## src/rtl/fetch_if.sv

```systemverilog
// fetch_if: control, program-memory and IF/ID bundle for the fetch stage
interface fetch_if #(parameter int DATA_WIDTH = 32);
  logic stall;
  logic flush;
  logic branch_taken;
  logic [DATA_WIDTH-1:0] branch_target;
  logic jump;
  logic [DATA_WIDTH-1:0] jump_target;
  logic [DATA_WIDTH-1:0] instruction_in;
  logic [DATA_WIDTH-1:0] pc_out;
  logic [DATA_WIDTH-1:0] if_id_instruction;
  logic [DATA_WIDTH-1:0] if_id_pc_plus4;
  logic if_id_valid;
  logic misalign_err;
  logic range_err;
  logic [DATA_WIDTH-1:0] fetch_count;
  modport master (
    output stall, flush, branch_taken, branch_target, jump, jump_target, instruction_in,
    input pc_out, if_id_instruction, if_id_pc_plus4, if_id_valid, misalign_err, range_err, fetch_count
  );
  modport slave (
    input stall, flush, branch_taken, branch_target, jump, jump_target, instruction_in,
    output pc_out, if_id_instruction, if_id_pc_plus4, if_id_valid, misalign_err, range_err, fetch_count
  );
endinterface

```

## src/rtl/fetch_stage.sv

```systemverilog
// fetch_stage: PC register with branch/jump redirect, IF/ID pipeline register and sticky error flags
module fetch_stage #(
  parameter int DATA_WIDTH = 32,
  parameter int MEMORY_DEPTH = 32,
  parameter logic [DATA_WIDTH-1:0] RESET_PC = '0
) (
  input logic clk,
  input logic reset,
  fetch_if.slave bus
);
  logic redirect, out_of_range, valid, mis, rng;
  logic [DATA_WIDTH-1:0] target, pc, pc_plus4, ins, pp4, cnt;
  assign redirect = bus.branch_taken | bus.jump;
  assign target = bus.branch_taken ? bus.branch_target : bus.jump_target;
  assign pc_plus4 = pc + DATA_WIDTH'(4);
  assign out_of_range = (pc >> 2) >= DATA_WIDTH'(MEMORY_DEPTH);
  always_ff @(posedge clk) begin
    if (reset) begin
      pc <= RESET_PC;
      ins <= '0;
      pp4 <= '0;
      valid <= 1'b0;
      cnt <= '0;
      mis <= 1'b0;
      rng <= 1'b0;
    end else begin
      pc <= redirect ? {target[DATA_WIDTH-1:2], 2'b00} : bus.stall ? pc : pc_plus4;
      mis <= mis | (redirect & |target[1:0]);
      // a redirect discards the wrong-path word currently on instruction_in
      if (bus.flush | redirect) begin
        ins <= '0;
        pp4 <= '0;
        valid <= 1'b0;
      end else if (!bus.stall) begin
        ins <= bus.instruction_in;
        pp4 <= pc_plus4;
        valid <= 1'b1;
        cnt <= &cnt ? cnt : cnt + DATA_WIDTH'(1);
        rng <= rng | out_of_range;
      end
    end
  end
  assign bus.pc_out = pc;
  assign bus.if_id_instruction = ins;
  assign bus.if_id_pc_plus4 = pp4;
  assign bus.if_id_valid = valid;
  assign bus.fetch_count = cnt;
  assign bus.misalign_err = mis;
  assign bus.range_err = rng;
endmodule

```

## src/flat_wrapper.sv

```systemverilog
// flat-port wrapper written by rule: the top's interface ports become plain ports
module fetch_stage_flat 
#(
  parameter int DATA_WIDTH = 32,
  parameter int MEMORY_DEPTH = 32,
  parameter logic [DATA_WIDTH-1:0] RESET_PC = '0
)
  (clk, reset, bus_stall, bus_flush, bus_branch_taken, bus_branch_target, bus_jump, bus_jump_target, bus_instruction_in, bus_pc_out, bus_if_id_instruction, bus_if_id_pc_plus4, bus_if_id_valid, bus_misalign_err, bus_range_err, bus_fetch_count);
  fetch_if #(.DATA_WIDTH(DATA_WIDTH)) bus_i ();
  input logic clk;
  input logic reset;
  input wire logic [$bits(bus_i.stall)-1:0] bus_stall;
  input wire logic [$bits(bus_i.flush)-1:0] bus_flush;
  input wire logic [$bits(bus_i.branch_taken)-1:0] bus_branch_taken;
  input wire logic [$bits(bus_i.branch_target)-1:0] bus_branch_target;
  input wire logic [$bits(bus_i.jump)-1:0] bus_jump;
  input wire logic [$bits(bus_i.jump_target)-1:0] bus_jump_target;
  input wire logic [$bits(bus_i.instruction_in)-1:0] bus_instruction_in;
  output wire logic [$bits(bus_i.pc_out)-1:0] bus_pc_out;
  output wire logic [$bits(bus_i.if_id_instruction)-1:0] bus_if_id_instruction;
  output wire logic [$bits(bus_i.if_id_pc_plus4)-1:0] bus_if_id_pc_plus4;
  output wire logic [$bits(bus_i.if_id_valid)-1:0] bus_if_id_valid;
  output wire logic [$bits(bus_i.misalign_err)-1:0] bus_misalign_err;
  output wire logic [$bits(bus_i.range_err)-1:0] bus_range_err;
  output wire logic [$bits(bus_i.fetch_count)-1:0] bus_fetch_count;
  assign bus_i.stall = bus_stall;
  assign bus_i.flush = bus_flush;
  assign bus_i.branch_taken = bus_branch_taken;
  assign bus_i.branch_target = bus_branch_target;
  assign bus_i.jump = bus_jump;
  assign bus_i.jump_target = bus_jump_target;
  assign bus_i.instruction_in = bus_instruction_in;
  assign bus_pc_out = bus_i.pc_out;
  assign bus_if_id_instruction = bus_i.if_id_instruction;
  assign bus_if_id_pc_plus4 = bus_i.if_id_pc_plus4;
  assign bus_if_id_valid = bus_i.if_id_valid;
  assign bus_misalign_err = bus_i.misalign_err;
  assign bus_range_err = bus_i.range_err;
  assign bus_fetch_count = bus_i.fetch_count;
  fetch_stage #(.DATA_WIDTH(DATA_WIDTH), .MEMORY_DEPTH(MEMORY_DEPTH), .RESET_PC(RESET_PC)) u_core (.clk(clk), .reset(reset), .bus(bus_i));
endmodule
```

## config.mk

```make
export PLATFORM = sky130hd
export DESIGN_NAME = fetch_stage_flat
export DESIGN_NICKNAME = d
export VERILOG_FILES = /design/src/rtl/fetch_if.sv /design/src/rtl/fetch_stage.sv /design/src/flat_wrapper.sv
export SDC_FILE = /design/constraint.sdc
export NUM_CORES = 1
export LEC_CHECK = 0
export ABC_CLOCK_PERIOD_IN_PS = 2800
export BUFFER_PORTS_ARGS = -buffer_cell sky130_fd_sc_hd__buf_2
export CAP_MARGIN = 10
export CORE_UTILIZATION = 50
export CTS_BUF_LIST = sky130_fd_sc_hd__clkbuf_8
export DETAILED_ROUTE_END_ITERATION = 8
export HOLD_SLACK_MARGIN = 0.05
export PLACE_DENSITY_LB_ADDON = 0.15
export SLEW_MARGIN = 10
export SYNTH_ARGS = -nofsm -noshare
export SYNTH_HDL_FRONTEND = slang
export SYNTH_SLANG_ARGS = --single-unit
```

## constraint.sdc

```tcl
create_clock -name clk -period 2.8 [get_ports clk]
set_input_delay 0.42 -clock clk [delete_from_list [all_inputs] [get_ports clk]]
set_output_delay 0.42 -clock clk [all_outputs]
set_load 0.05 [all_outputs]
```

==> impl_metrics.json, run 1 <==
{
  "grt_pass1_vias": 5862,
  "status": "finished clean",
  "root_buffer": "clkbuf_8",
  "synth_edf_count": 0,
  "dp_hpwl_microns": 13870,
  "grtUsageTotal_pct": 29.22,
  "antenna_left": 0,
  "grt_start_max_net_pins": 77,
  "die_w_microns": 115.1,
  "startpoint_type": "flop",
  "worst_slew_pin_slew_ns": 1.026,
  "numCtsBuffers": 17,
  "synthArstFlopShare_pct": 0,
  "cts.sinks": 127,
  "power_density_nw_per_um2": 504.3,
  "synth_warnings": 0,
  "min_period_ns": 2.347,
  "antenna_found_initial": 0,
  "path_max_fanout": 10,
  "max_freq_mhz": 426.1,
  "ioPinCount": 233,
  "grt_first_pass_wirelength_microns": 29750,
  "syn-instance-count": 769,
  "slew_headroom_pct": 31.57,
  "clk_pin_slew_worst_paths_ns": 0.08,
  "dr_total_vias": 6470,
  "fin_nets": 1088,
  "slew_violations": 0,
  "cts_resized": 0,
  "rsz0062_at_grt": "no",
  "rows": 40,
  "fin_tns_setup_ns": 0,
  "peakVddDrop_mv": 0.3028,
  "gp_congestion": 0.8771,
  "clock-skew-final_ns": 0.006813,
  "cts_buffer_depth": 2,
  "drt_pass1_iterations": 5,
  "fin_cells": 1163,
  "io_buffers": 228,
  "ys_seq_area_share_pct": 39.74,
  "grt_overflow_total": 0,
  "cap_violations": 0,
  "synthToLayoutAreaGrowth_pct": 25.93,
  "cts_setup_buffers": 0,
  "viasPerCell": 5.563,
  "path_class": "flop to flop",
  "syn_area_per_cell_sq_um": 8.319,
  "dp.cells": 1132,
  "path_delay_family": "simple AND/OR/NAND/NOR gates",
  "dpl_cell_area_sq_um": 7682,
  "p_leak_nw": 3.574,
  "min_period_over_period_pct": 83.82,
  "cp-end-kind": "flop",
  "final_area_sq_um": 8056,
  "crit_required_ns": 3.11,
  "hold_viol": 0,
  "totalPowerFinal_mw": 4.063,
  "finalWorstSetupSlack_ns": 0.4531,
  "htree_levels": 4,
  "crit_slowest_cell": "or4_1",
  "worstSetupStartpoint": "u_core.bus.pc_out[3]",
  "hp-start": "bus_instruction_in[30]",
  "whs_ns": 0.1944,
  "syn_area_sq_um": 6397,
  "ys_seq_elements": 127,
  "routed_wl_microns": 19120,
  "dp_slack_ns": 0.2463,
  "synth_flop_cell": "dfxtp_1",
  "drive_gt1_share_pct": 29.85,
  "r2r_start": "u_core.bus.pc_out[3]",
  "utilization_pct": 65.70,
  "cts_tree": "done",
  "fp.dieH_microns": 115.1,
  "min_path_type": "input pin to flop",
  "core_sq_um": 12260,
  "synth_cell_types": 63,
  "dieArea_sq_um": 13250,
  "arrival_ns": 2.66,
  "insertion_delay_ns": 0.45,
  "crit_chain": "ha_1 -> nand3_1 -> or2_2 -> or4_1 -> nand4_1 -> o221ai_1",
  "first_iter_violations": 403,
  "initial_utilization_pct": 52.17,
  "cp_num_buf_inv": 0,
  "route.detailed.drc": 0,
  "setup_viol": 0,
  "cts_hold_buf": 0,
  "cpPeakStageDelay_ns": 0.55,
  "diodes": 0,
  "wire_per_inst_microns": 16.44
}
[sequential cells by signal, summed over array words and instances (netlist names)]
signal                        flops
u_core.bus.fetch_count           32
u_core.bus.pc_out                30
u_core.bus.if_id_pc_plus4        30
u_core.bus.if_id_valid            1
u_core.bus.misalign_err           1
u_core.bus.if_id_instruction     32
u_core.bus.range_err              1
[final cells by class]
type	instances	area [sq um]
timing repair buffer	251	1316
multi-input combinational	566	3538
sequential	127	2542
clock inverter	13	126.4
clock buffer	18	247.7
fill	1100	4205
tap	168	210.2
inverter	20	75.07
[final timing paths]
kind         depth (start not counted)  slack, ns                               end
max                                  6       0.45             u_core.bus.pc_out[24]
min                                  3       0.19  u_core.bus.if_id_instruction[30]
max reg2reg                          6       0.45             u_core.bus.pc_out[24]
min reg2reg                          1       0.46            u_core.bus.if_id_valid
[synthesized netlist by cell type, drive strengths merged, types with 5 or more instances]
master    n  area share, %
nor3     22            1.9
or3       7           0.68
nand2    49            2.9
xnor2    38            5.2
or2       5           0.49
mux2      6            1.1
inv      20            1.2
xor2     18            2.5
buf      16            1.5
mux2i    40            6.3
o22ai    12            1.2
clkbuf   43            2.5
nand2b    5           0.49
nand3    24            1.9
nor2b     5           0.49
dfxtp   127             40
nand3b    5           0.59
a21oi    57            4.5
and4      7           0.96
nor2    109            6.4
a211oi   14            1.7
nor4     25            2.9
nand4    21            2.2
o21ai    40            3.1
[tightest hold or removal path, stage by stage]
cell and delay (ns):
buf_2 0.07, mux2i_1 0.05, nor2_1 0.07
[power breakdown]
| part | total [mW] | switching, mW | internal (mW) |
|---|---|---|---|
| combinational | 0.613 | 0.406 | 0.207 |
| sequential | 1.93 | 0.0765 | 1.85 |
| clock | 1.52 | 0.726 | 0.795 |
[logic make-up after synthesis]
group	share of synthesized area, %
and+or+nand+nor	23.82
adders and majority gates	0.5868
other	0.05862
muxes	7.315
xor gates and xnor gates	7.667
buffers and inverters	5.202
DFF	39.74
AOI/OAI and AO/OA	15.61
[cells in the final DEF, fill, tap and decap left out, types with 18 or more instances in the layout]
master / count
mux2i_1: 40
dfxtp_1: 127
nor2_1: 109
nand4_1: 20
nand2_1: 49
clkbuf_8: 18
nand3_1: 24
nor4_1: 20
nor3_1: 19
a21oi_1: 57
inv_1: 23
xor2_1: 18
buf_2: 227
o21ai_0: 35
xnor2_1: 38
buf_4: 24
[routing by layer]
layer,vias to the layer above,GRT usage (%),part of all wire (%)
met4,0,11.00,2.0
met5,-,0,0
met3,30,6.431,7.6
li1,3165,-,-
met1,3002,38.69,45
met2,273,46.63,45
No activity file was read; power rests on OpenSTA's default activity.
==> inputs of run 2 (changes only) <==
- ABC_AREA: unset -> 1
- ABC_CLOCK_PERIOD_IN_PS: 2800 -> 1950
- CORE_UTILIZATION: 50 -> 47
- clock period: 2.8 -> 1.95 ns (I/O delays scaled with it)
==> impl_metrics.json, run 2 <==
{
  "synth_warnings": 0,
  "cp-end-kind": "flop",
  "cts.sinks": 127,
  "synth_flop_cell": "dfxtp_1",
  "antenna_left": 0,
  "setup_viol": 0,
  "hold_path_depth": 3,
  "min_period_ns": 1.774,
  "ys_seq_elements": 127,
  "worstReg2RegEnd": "u_core.bus.fetch_count[13]",
  "grt_first_pass_wirelength_microns": 32940,
  "synth_top_family_by_area": "simple AND/OR/NAND/NOR gates",
  "root_buffer": "clkbuf_8",
  "synth_top_area_share_pct": 37.67,
  "routed_wl_microns": 21010,
  "cts_resized": 0,
  "syn-instance-count": 1018,
  "synth_most_common_cell": "nand2_1",
  "io_buffers": 228,
  "crit_top_cell": "nand2_1",
  "final_cell_mix": "359 x nand2_1, 228 x buf_2, 121 x dfxtp_1",
  "fp.dieH_microns": 121.8,
  "antenna_found_initial": 4,
  "clock-skew-final_ns": 0.01078,
  "fin_cells": 1447,
  "cpPeakStageDelay_ns": 0.43,
  "grt_overflow_total": 0,
  "peakVddDrop_mv": 0.7525,
  "grtUsageTotal_pct": 28.63,
  "crit_slowest_cell": "dfxtp_1",
  "gp_congestion": 0.9506,
  "cap_violations": 0,
  "hp-start": "bus_instruction_in[31]",
  "synth_xor_area_share_pct": 2.855,
  "synth_adder_area_share_pct": 0.5562,
  "viasPerCell": 5.128,
  "grt_pass1_vias": 6719,
  "ioPinCount": 233,
  "worst_slew_pin_slew_ns": 0.5076,
  "drt_pass1_iterations": 5,
  "arrival_ns": 2.16,
  "p_int_mw": 3.962,
  "yosys.area_share.simple_pct": 36.00,
  "fin_tns_setup_ns": 0,
  "utilization_pct": 61.42,
  "insertion_delay_ns": 0.45,
  "wire_per_inst_microns": 14.52,
  "cts_setup_buffers": 0,
  "reg2reg_slack_ns": 0.18,
  "r2r_start": "u_core.bus.fetch_count[17]",
  "crit_chain": "nand2_1 -> nor3_1 -> and2_1 -> nand4_4 -> nand2_4 -> nand2_1 -> a21oi_2",
  "dp.cells": 1411,
  "status": "finished clean",
  "syn_area_sq_um": 6749,
  "synthToLayoutAreaGrowth_pct": 26.81,
  "route.detailed.drc": 0,
  "max_freq_mhz": 563.6,
  "power_frac_clock_pct": 38.4,
  "die_w_microns": 121.8,
  "synth_edf_count": 0,
  "cts_buffer_depth": 2,
  "cts_hold_buf": 0,
  "reg2reg_depth": 7,
  "min_to": "u_core.bus.if_id_instruction[31]",
  "min_period_over_period_pct": 91.00,
  "synth.area.top_cells": "dfxtp_1 38%, nand2_1 20%, a21oi_1 7.7%, nor2_1 5.7%, nand3_1 3.8%",
  "power_density_nw_per_um2": 673.3,
  "synth_compound_area_share_pct": 15.37,
  "num-fill-cells": 1412,
  "drive_gt1_share_pct": 28.11,
  "numCtsBuffers": 17,
  "slew_violations": 0,
  "synth_cell_types": 39,
  "final_common_cell": "nand2_1",
  "hold_viol": 0,
  "power_frac_seq_pct": 47.4,
  "path_max_fanout": 27,
  "htree_levels": 4,
  "ys_seq_area_share_pct": 37.67,
  "first_iter_violations": 459,
  "startpoint_type": "flop",
  "cp_num_buf_inv": 0,
  "synthArstFlopShare_pct": 0,
  "totalPowerFinal_mw": 5.762,
  "p_switching_mw": 1.800,
  "core_sq_um": 13930,
  "synth_mux_area_share_pct": 0,
  "path_delay_family": "simple AND/OR/NAND/NOR gates",
  "min_path_type": "input pin to flop",
  "crit_required_ns": 2.33,
  "pwr-share-comb_pct": 14.3,
  "cts_tree": "done",
  "yosys-top-cells-count": "359 x nand2_1, 127 x dfxtp_1, 104 x a21oi_1, 102 x nor2_1, 68 x inv_1",
  "fin_nets": 1355,
  "p_leak_nw": 3.774,
  "dp_hpwl_microns": 15660,
  "path_class": "flop to flop",
  "synth_largest_area_cell": "dfxtp_1",
  "syn_area_per_cell_sq_um": 6.630,
  "slew_headroom_pct": 66.11,
  "dr_total_vias": 7420,
  "rows": 43,
  "p_sw_share_pct": 31.24,
  "clk_pin_slew_worst_paths_ns": 0.08,
  "grt_start_max_net_pins": 75,
  "initial_utilization_pct": 48.43,
  "dieArea_sq_um": 14840,
  "rsz0062_at_grt": "no"
}
[run 2: cell count changes after synthesis, moves of 27 or more]
cell	before	now
a21oi_1	57	104
nand3_1	24	51
mux2i_1	40	0
inv_1	20	68
xnor2_1	38	4
nand2_1	49	359
[run 2: logic make-up (layout without fill, tap and decap cells)]
logic type,count (synthesis),count (layout)
adder cells (fa/ha/maj),3,3
AO/OA/AOI/OAI,171,171
buffers and inverters,119,361
AND/OR/NAND/NOR,575,575
XOR/XNOR,22,22
other,1,8
flip-flops,127,127
[run 2: how the worst max path moves through the flow]
stage                                 end                       start  slack, ns  cells after the start
2_1_floorplan  u_core.bus.fetch_count[11]  u_core.bus.fetch_count[13]      0.004                     11
3_3_place_gp        u_core.bus.pc_out[22]        u_core.bus.pc_out[2]       0.20                     11
4_1_cts             u_core.bus.pc_out[22]        u_core.bus.pc_out[2]        0.1                     11
5_1_grt         u_core.bus.fetch_count[5]  u_core.bus.fetch_count[17]       0.01                      7
3_5_place_dp        u_core.bus.pc_out[22]        u_core.bus.pc_out[2]       0.13                     11
6_report       u_core.bus.fetch_count[13]  u_core.bus.fetch_count[17]       0.18                      7
[run 2: layer usage]
metal	global-route usage [%]	vias to the layer above	routed length, microns
li1	-	3751	-
met1	36.36	3407	9082
met2	47.60	234	10020
met3	7.725	28	1565
met4	7.485	0	340
met5	0	-	0
[run 2: final cells by class]
class                      count  area [sq um]  area share (%)
antenna                        4         10.01          0.1170
clock buffer                  18         247.7           2.895
clock inverter                14         132.6           1.550
inverter                      71         266.5           3.114
multi-input combinational    775          3732           43.61
sequential                   127          2552           29.82
tap                          180         225.2           2.632
timing repair buffer         258          1391           16.26
[run 2: metrics by stage]
step | cell area, sq um | setup WS, ns | hold slack, ns
3_5_place_dp | 8155 | 0.1300 | 0.4471
5_1_grt | 8551 | 0.01039 | 0.07399
6_report | 8558 | 0.1755 | 0.08831
3_3_place_gp | 8155 | 0.1963 | 0.4491
4_1_cts | 8536 | 0.09622 | 0.06950
2_1_floorplan | 6773 | 0.003933 | 0.4372
[run 2: power by group through the flow]
stage | logic [mW] | registers (mW) | clock network [mW]
2_1_floorplan | 0.348 | 2.98 | 0
3_3_place_gp | 0.816 | 2.79 | 0
3_5_place_dp | 0.823 | 2.79 | 0
4_1_cts | 0.825 | 2.73 | 2.25
5_1_grt | 0.889 | 2.74 | 2.38
6_report | 0.822 | 2.73 | 2.21
[run 2: worst reg2reg max path, cell delays in order (launching register included)]
cell and delay, ns:
dfxtp_1 0.43, nand2_1 0.15, nor3_1 0.21, and2_1 0.23, nand4_4 0.12, nand2_4 0.29
nand2_1 0.14, a21oi_2 0.14
